**src/rtl/spi_xfer_queue.sv**
```systemverilog
// spi_xfer_queue
//   Command/response queue sitting in front of spi_master. Transfer words
//   {norx, nbits, data} are buffered in a TX FIFO and issued to spi_master
//   one at a time. Each returned MISO word is captured into an RX FIFO for the
//   bus side unless the entry was marked norx.
//
// Ports
//   clk_in, nrst          clock shared with spi_master, async active-low reset
//   wr_*                  TX push side (wr_data, wr_nbits = bits-1, wr_norx)
//   rd_*                  RX pop side, rd_data is the show-ahead head
//   tx_level, rx_level    entries held in each FIFO (0..depth)
//   busy                  sequencer is not IDLE (doubles as the state monitor)
//   m_*                   request/ready interface to spi_master
//
// Handshakes: a word moves on a rising edge where valid && ready are both 1.
// valid never depends on ready. wr_ready is "TX not full", rd_valid is "RX not
// empty". Toward spi_master, m_request is a one-cycle pulse and m_mosi_data /
// m_nbits stay stable from that pulse until m_ready reports completion.
module spi_xfer_queue #(
  parameter int DEPTH_LOG2 = 2
) (
  input  logic                  clk_in,
  input  logic                  nrst,
  input  logic                  wr_valid,
  output logic                  wr_ready,
  input  logic [31:0]           wr_data,
  input  logic [5:0]            wr_nbits,
  input  logic                  wr_norx,
  output logic                  rd_valid,
  input  logic                  rd_ready,
  output logic [31:0]           rd_data,
  output logic [DEPTH_LOG2:0]   tx_level,
  output logic [DEPTH_LOG2:0]   rx_level,
  output logic                  busy,
  output logic                  m_request,
  output logic [31:0]           m_mosi_data,
  output logic [5:0]            m_nbits,
  input  logic [31:0]           m_miso_data,
  input  logic                  m_ready
);

  localparam int DEPTH = 1 << DEPTH_LOG2;
  localparam logic [DEPTH_LOG2:0] FULL_LVL = (DEPTH_LOG2 + 1)'(DEPTH);

  typedef enum logic [1:0] {
    S_IDLE   = 2'd0,
    S_LAUNCH = 2'd1,
    S_ARM    = 2'd2,
    S_WAIT   = 2'd3
  } state_t;

  state_t                state_q, state_d;
  logic [38:0]           tx_mem_q [DEPTH];   // {norx, nbits, data}
  logic [31:0]           rx_mem_q [DEPTH];
  logic [DEPTH_LOG2-1:0] tx_wr_ptr_q, tx_wr_ptr_d, tx_rd_ptr_q, tx_rd_ptr_d;
  logic [DEPTH_LOG2-1:0] rx_wr_ptr_q, rx_wr_ptr_d, rx_rd_ptr_q, rx_rd_ptr_d;
  logic [DEPTH_LOG2:0]   tx_level_q, tx_level_d, rx_level_q, rx_level_d;
  logic                  norx_q, norx_d;
  logic                  m_request_q, m_request_d;
  logic [31:0]           m_mosi_data_q, m_mosi_data_d;
  logic [5:0]            m_nbits_q, m_nbits_d;

  logic [38:0] tx_head;
  logic        tx_push, tx_pop, rx_push, rx_pop, launch;

  always_comb begin
    tx_head = tx_mem_q[tx_rd_ptr_q];
    tx_push = wr_valid && (tx_level_q != FULL_LVL);
    // RX room is reserved at launch time: RX can only shrink while the transfer
    // runs, so the completion push can never find it full.
    launch  = (state_q == S_IDLE) && (tx_level_q != '0) &&
              (tx_head[38] || (rx_level_q != FULL_LVL));
    tx_pop  = launch;
    rx_push = (state_q == S_WAIT) && m_ready && !norx_q && (rx_level_q != FULL_LVL);
    rx_pop  = rd_ready && (rx_level_q != '0);

    tx_wr_ptr_d = tx_push ? tx_wr_ptr_q + 1'b1 : tx_wr_ptr_q;
    tx_rd_ptr_d = tx_pop  ? tx_rd_ptr_q + 1'b1 : tx_rd_ptr_q;
    rx_wr_ptr_d = rx_push ? rx_wr_ptr_q + 1'b1 : rx_wr_ptr_q;
    rx_rd_ptr_d = rx_pop  ? rx_rd_ptr_q + 1'b1 : rx_rd_ptr_q;

    tx_level_d = tx_level_q;
    case ({tx_push, tx_pop})
      2'b10:   tx_level_d = tx_level_q + 1'b1;
      2'b01:   tx_level_d = tx_level_q - 1'b1;
      default: tx_level_d = tx_level_q;
    endcase

    rx_level_d = rx_level_q;
    case ({rx_push, rx_pop})
      2'b10:   rx_level_d = rx_level_q + 1'b1;
      2'b01:   rx_level_d = rx_level_q - 1'b1;
      default: rx_level_d = rx_level_q;
    endcase

    state_d       = state_q;
    m_request_d   = 1'b0;
    norx_d        = norx_q;
    m_mosi_data_d = m_mosi_data_q;
    m_nbits_d     = m_nbits_q;
    case (state_q)
      S_IDLE: begin
        if (launch) begin
          state_d       = S_LAUNCH;
          m_request_d   = 1'b1;
          m_mosi_data_d = tx_head[31:0];
          m_nbits_d     = tx_head[37:32];
          norx_d        = tx_head[38];
        end
      end
      S_LAUNCH: state_d = S_ARM;
      // spi_master's ready is registered and may still read 1 from the previous
      // transfer here, so this cycle ignores it.
      S_ARM:    state_d = S_WAIT;
      S_WAIT:   if (m_ready) state_d = S_IDLE;
      default:  state_d = S_IDLE;
    endcase
  end

  always_ff @(posedge clk_in or negedge nrst) begin
    if (!nrst) begin
      state_q       <= S_IDLE;
      tx_wr_ptr_q   <= '0;
      tx_rd_ptr_q   <= '0;
      rx_wr_ptr_q   <= '0;
      rx_rd_ptr_q   <= '0;
      tx_level_q    <= '0;
      rx_level_q    <= '0;
      norx_q        <= 1'b0;
      m_request_q   <= 1'b0;
      m_mosi_data_q <= '0;
      m_nbits_q     <= '0;
      for (int i = 0; i < DEPTH; i++) begin
        tx_mem_q[i] <= '0;
        rx_mem_q[i] <= '0;
      end
    end else begin
      state_q       <= state_d;
      tx_wr_ptr_q   <= tx_wr_ptr_d;
      tx_rd_ptr_q   <= tx_rd_ptr_d;
      rx_wr_ptr_q   <= rx_wr_ptr_d;
      rx_rd_ptr_q   <= rx_rd_ptr_d;
      tx_level_q    <= tx_level_d;
      rx_level_q    <= rx_level_d;
      norx_q        <= norx_d;
      m_request_q   <= m_request_d;
      m_mosi_data_q <= m_mosi_data_d;
      m_nbits_q     <= m_nbits_d;
      if (tx_push) tx_mem_q[tx_wr_ptr_q] <= {wr_norx, wr_nbits, wr_data};
      if (rx_push) rx_mem_q[rx_wr_ptr_q] <= m_miso_data;
    end
  end

  assign wr_ready    = (tx_level_q != FULL_LVL);
  assign rd_valid    = (rx_level_q != '0);
  assign rd_data     = rx_mem_q[rx_rd_ptr_q];
  assign tx_level    = tx_level_q;
  assign rx_level    = rx_level_q;
  assign busy        = (state_q != S_IDLE);
  assign m_request   = m_request_q;
  assign m_mosi_data = m_mosi_data_q;
  assign m_nbits     = m_nbits_q;

endmodule
```
**config.mk**
```make
export PLATFORM = sky130hd
export DESIGN_NAME = spi_xfer_queue
export DESIGN_NICKNAME = d
export VERILOG_FILES = /design/src/rtl/spi_xfer_queue.sv
export SDC_FILE = /design/constraint.sdc
export NUM_CORES = 1
export LEC_CHECK = 0
export BUFFER_PORTS_ARGS = -buffer_cell sky130_fd_sc_hd__buf_2
export CAP_MARGIN = 20
export CORE_ASPECT_RATIO = 0.6
export CORE_MARGIN = 2
export CORE_UTILIZATION = 30
export CTS_CLUSTER_SIZE = 12
export DETAILED_ROUTE_END_ITERATION = 6
export SLEW_MARGIN = 30
export SYNTH_ARGS = -nofsm -noshare
export SYNTH_HDL_FRONTEND = slang
export SYNTH_SLANG_ARGS = --single-unit
```
**constraint.sdc**
```tcl
create_clock -name clk_in -period 3.8 [get_ports clk_in]
set_input_delay 0.76 -clock clk_in [delete_from_list [all_inputs] [get_ports clk_in]]
set_output_delay 0.76 -clock clk_in [all_outputs]
set_load 0.03 [all_outputs]
```
==> results.sh <==
export IMPL_synth_top_family_by_area="multiplexers"
export IMPL_syn_avg_cell_area_sq_um=17.1
export IMPL_tritoncts="built"
export IMPL_synth_nets=955
export IMPL_cts_buffers_inserted=38
export IMPL_p_leak_nw=7.86
export IMPL_die_w_um=291
export IMPL_drv_slew=0
export IMPL_end_kind="output pin"
export IMPL_start_util_pct=30.7
export IMPL_antenna_found_initial=3
export IMPL_postCtsSetupRepairBufs=0
export IMPL_netlist_instances=863
export IMPL_reg2reg_slack_ps=1190
export IMPL_ios=156
export IMPL_netlist_area_sq_um=14800
export IMPL_core_rowCount=62
export IMPL_htreeDepth=2
export IMPL_grt_max_degree=93
export IMPL_synth_xor_area_share_pct=0.711
export IMPL_worst_path_buf_inv=2
export IMPL_die_h_um=176
export IMPL_arrival_ps=2260
export IMPL_setup_ws_ps=783
export IMPL_postCtsHoldBufs=0
export IMPL_cpPeakStageDelay_ps=690
export IMPL_cts_resized=0
export IMPL_crit_start="rx_rd_ptr_q[0]"
export IMPL_crit_path_end="rd_data[16]"
export IMPL_portBuffers=155
export IMPL_timing_rr_end="m_nbits[2]"
export IMPL_overflow=0
export IMPL_hold_violations=0
export IMPL_drt_iter0_drc=441
export IMPL_max_freq_mhz=331
export IMPL_synth_seq_cells=340
export IMPL_yosysWarnings=0
export IMPL_grt_first_pass_wirelength_um=51400
export IMPL_hpwl_um=19500
export IMPL_max_slew_margin_pct=40.1
export IMPL_r2r_start="tx_rd_ptr_q[0]"
export IMPL_drt_drc_violations_left=0
export IMPL_synth_compound_area_share_pct=0.440
export IMPL_dp_slack_ps=1180
export IMPL_clk_path_buf_depth=3
export IMPL_totalPowerFinal_mw=17.1
export IMPL_rsz0062_at_grt="false"
export IMPL_critPathKind="flip-flop to output pin"
export IMPL_synth_mux_area_share_pct=36.5
export IMPL_dr_pass1_iters=4
export IMPL_viasPerCell=4.68
export IMPL_die_area_sq_um=51200
export IMPL_vias=7891
export IMPL_cap_viol_max_count=0
export IMPL_drt_total_wl_um=32100
export IMPL_first_global_vias=8660
export IMPL_r2r_cells=5
export IMPL_finalSetupViolCount=0
export IMPL_min_period_over_period_pct=79.4
export IMPL_irDropWorstVdd_v=0.000370
export IMPL_crit_cells=3
export IMPL_crit_path_top_delay_cell="dfrtp_2"
export IMPL_cp_max_fo=21
export IMPL_synth_adder_area_share_pct=1.46
export IMPL_hold_path_class="primary input to asynchronous set/reset pin"
export IMPL_period_needed_ps=3020
export IMPL_clock_sinks=340
export IMPL_path_cells="buf_12 > mux4_2 > buf_2"
export IMPL_place_congestion=0.711
export IMPL_final_common_cell="dfrtp_1"
export IMPL_routedWlPerCell_um=19.1
export IMPL_syn2layout_area_growth_pct=18.1
export IMPL_final_cell_mix="337 x dfrtp_1, 277 x mux2_2, 154 x buf_2"
export IMPL_cp_start_kind="flip-flop"
export IMPL_finalSetupTns_ps=0
export IMPL_outcome="complete, no violations"
export IMPL_layout_nets=1114
export IMPL_clkLatencyLatePin_ps=530
export IMPL_core_area_sq_um=48300
export IMPL_synth_cell_types=32
export IMPL_critical_path_top_delay_family="flip-flops"
export IMPL_antenna_left=0
export IMPL_synth_simple_area_share_pct=0.905
export IMPL_skew_ps=23.6
export IMPL_path_clk_slew_ps=60
export IMPL_ys_seq_area_share_pct=57.5
export IMPL_drive_gt1_share_pct=59.9
export IMPL_cts_root_buf="clkbuf_16"
export IMPL_cp_required_ps=3040
export IMPL_worstMarginPinSlew_ps=898
export IMPL_powerDensity_nw_per_um2=980
export IMPL_track_usage_pct=12.8
==> cell usage after synthesis (all sizes together) <==
| cell type | n | area [sq um] |
|---|---|---|
| a21boi | 1 | 11.3 |
| a21oi | 1 | 5.00 |
| a22o | 1 | 8.76 |
| and2 | 1 | 6.26 |
| and4b | 1 | 10.0 |
| buf | 33 | 236 |
| clkbuf | 17 | 63.8 |
| dfrtp | 340 | 8510 |
| fa | 2 | 40.0 |
| ha | 14 | 175 |
| inv | 17 | 63.8 |
| mux2 | 323 | 3780 |
| mux2i | 2 | 20.0 |
| mux4 | 71 | 1600 |
| nand2 | 15 | 81.3 |
| nor2 | 4 | 15.0 |
| nor2b | 1 | 6.26 |
| o21ai | 4 | 31.3 |
| o31a | 1 | 8.76 |
| or3 | 1 | 6.26 |
| or3b | 1 | 8.76 |
| xnor2 | 7 | 61.3 |
| xor2 | 5 | 43.8 |
==> how the worst min path moves through the flow <==
stage,end,cells after the start
after global routing,rx_mem_q[103],1
after global placement,rx_rd_ptr_q[1],1
after floorplan,m_mosi_data[0],0
final,rx_mem_q[103],1
after CTS,rx_mem_q[103],1
after detailed placement,rx_rd_ptr_q[1],1
==> metrics by stage <==
stage | cells | area (sq um) | utilization, % | hold slack (ps)
after floorplan | 863 | 14800 | - | 459
after global placement | 1622 | 16300 | 33.7 | 461
after detailed placement | 1622 | 16300 | 33.7 | 466
after CTS | 1685 | 17500 | 36.2 | 247
after global routing | 1686 | 17500 | 36.2 | 267
final | 1686 | 17500 | 36.2 | 220
==> cell type report <==
cell class | instances | area [sq um]
diodes | 1 | 2.50
clock inverters | 12 | 116
fillers | 4551 | 30800
clock buffers | 51 | 1080
repair buffers | 169 | 966
multi-input cells | 456 | 5930
well taps | 640 | 801
inverters | 17 | 63.8
flip-flops and latches | 340 | 8510
==> metal layers <==
layer / share of wire (%) / GRT usage (%)
met5: 0.084 / 0
met4: 1.8 / 3.22
met3: 4.1 / 2.86
met2: 47 / 20.5
met1: 47 / 17.8
==> registers in the layout (all words and copies together), names as in the netlist <==
signal,flops
tx_mem_q,156
rx_rd_ptr_q,2
rx_wr_ptr_q,2
tx_level,3
m_nbits,6
m_mosi_data,32
rx_level,3
tx_rd_ptr_q,2
norx_q,1
tx_wr_ptr_q,2
rx_mem_q,128
state_q,2
m_request,1
==> power breakdown <==
group	leakage, nW	internal, mW	total (mW)	switching [mW]
Sequential	4.13	5.46	6.47	1.01
Clock	0.587	2.07	3.55	1.48
Combinational	3.15	3.74	7.10	3.36
==> logic make-up (layout without fill, tap and decap cells) <==
logic type / after synthesis / count (layout)
xor gates and xnor gates: 12 / 12
DFF: 340 / 340
AOI/OAI and AO/OA: 8 / 8
other: 0 / 1
and+or+nand+nor: 24 / 24
buffers and inverters: 67 / 249
adders and majority gates: 16 / 16
muxes: 396 / 396
(Power assumes the default switching activity.)
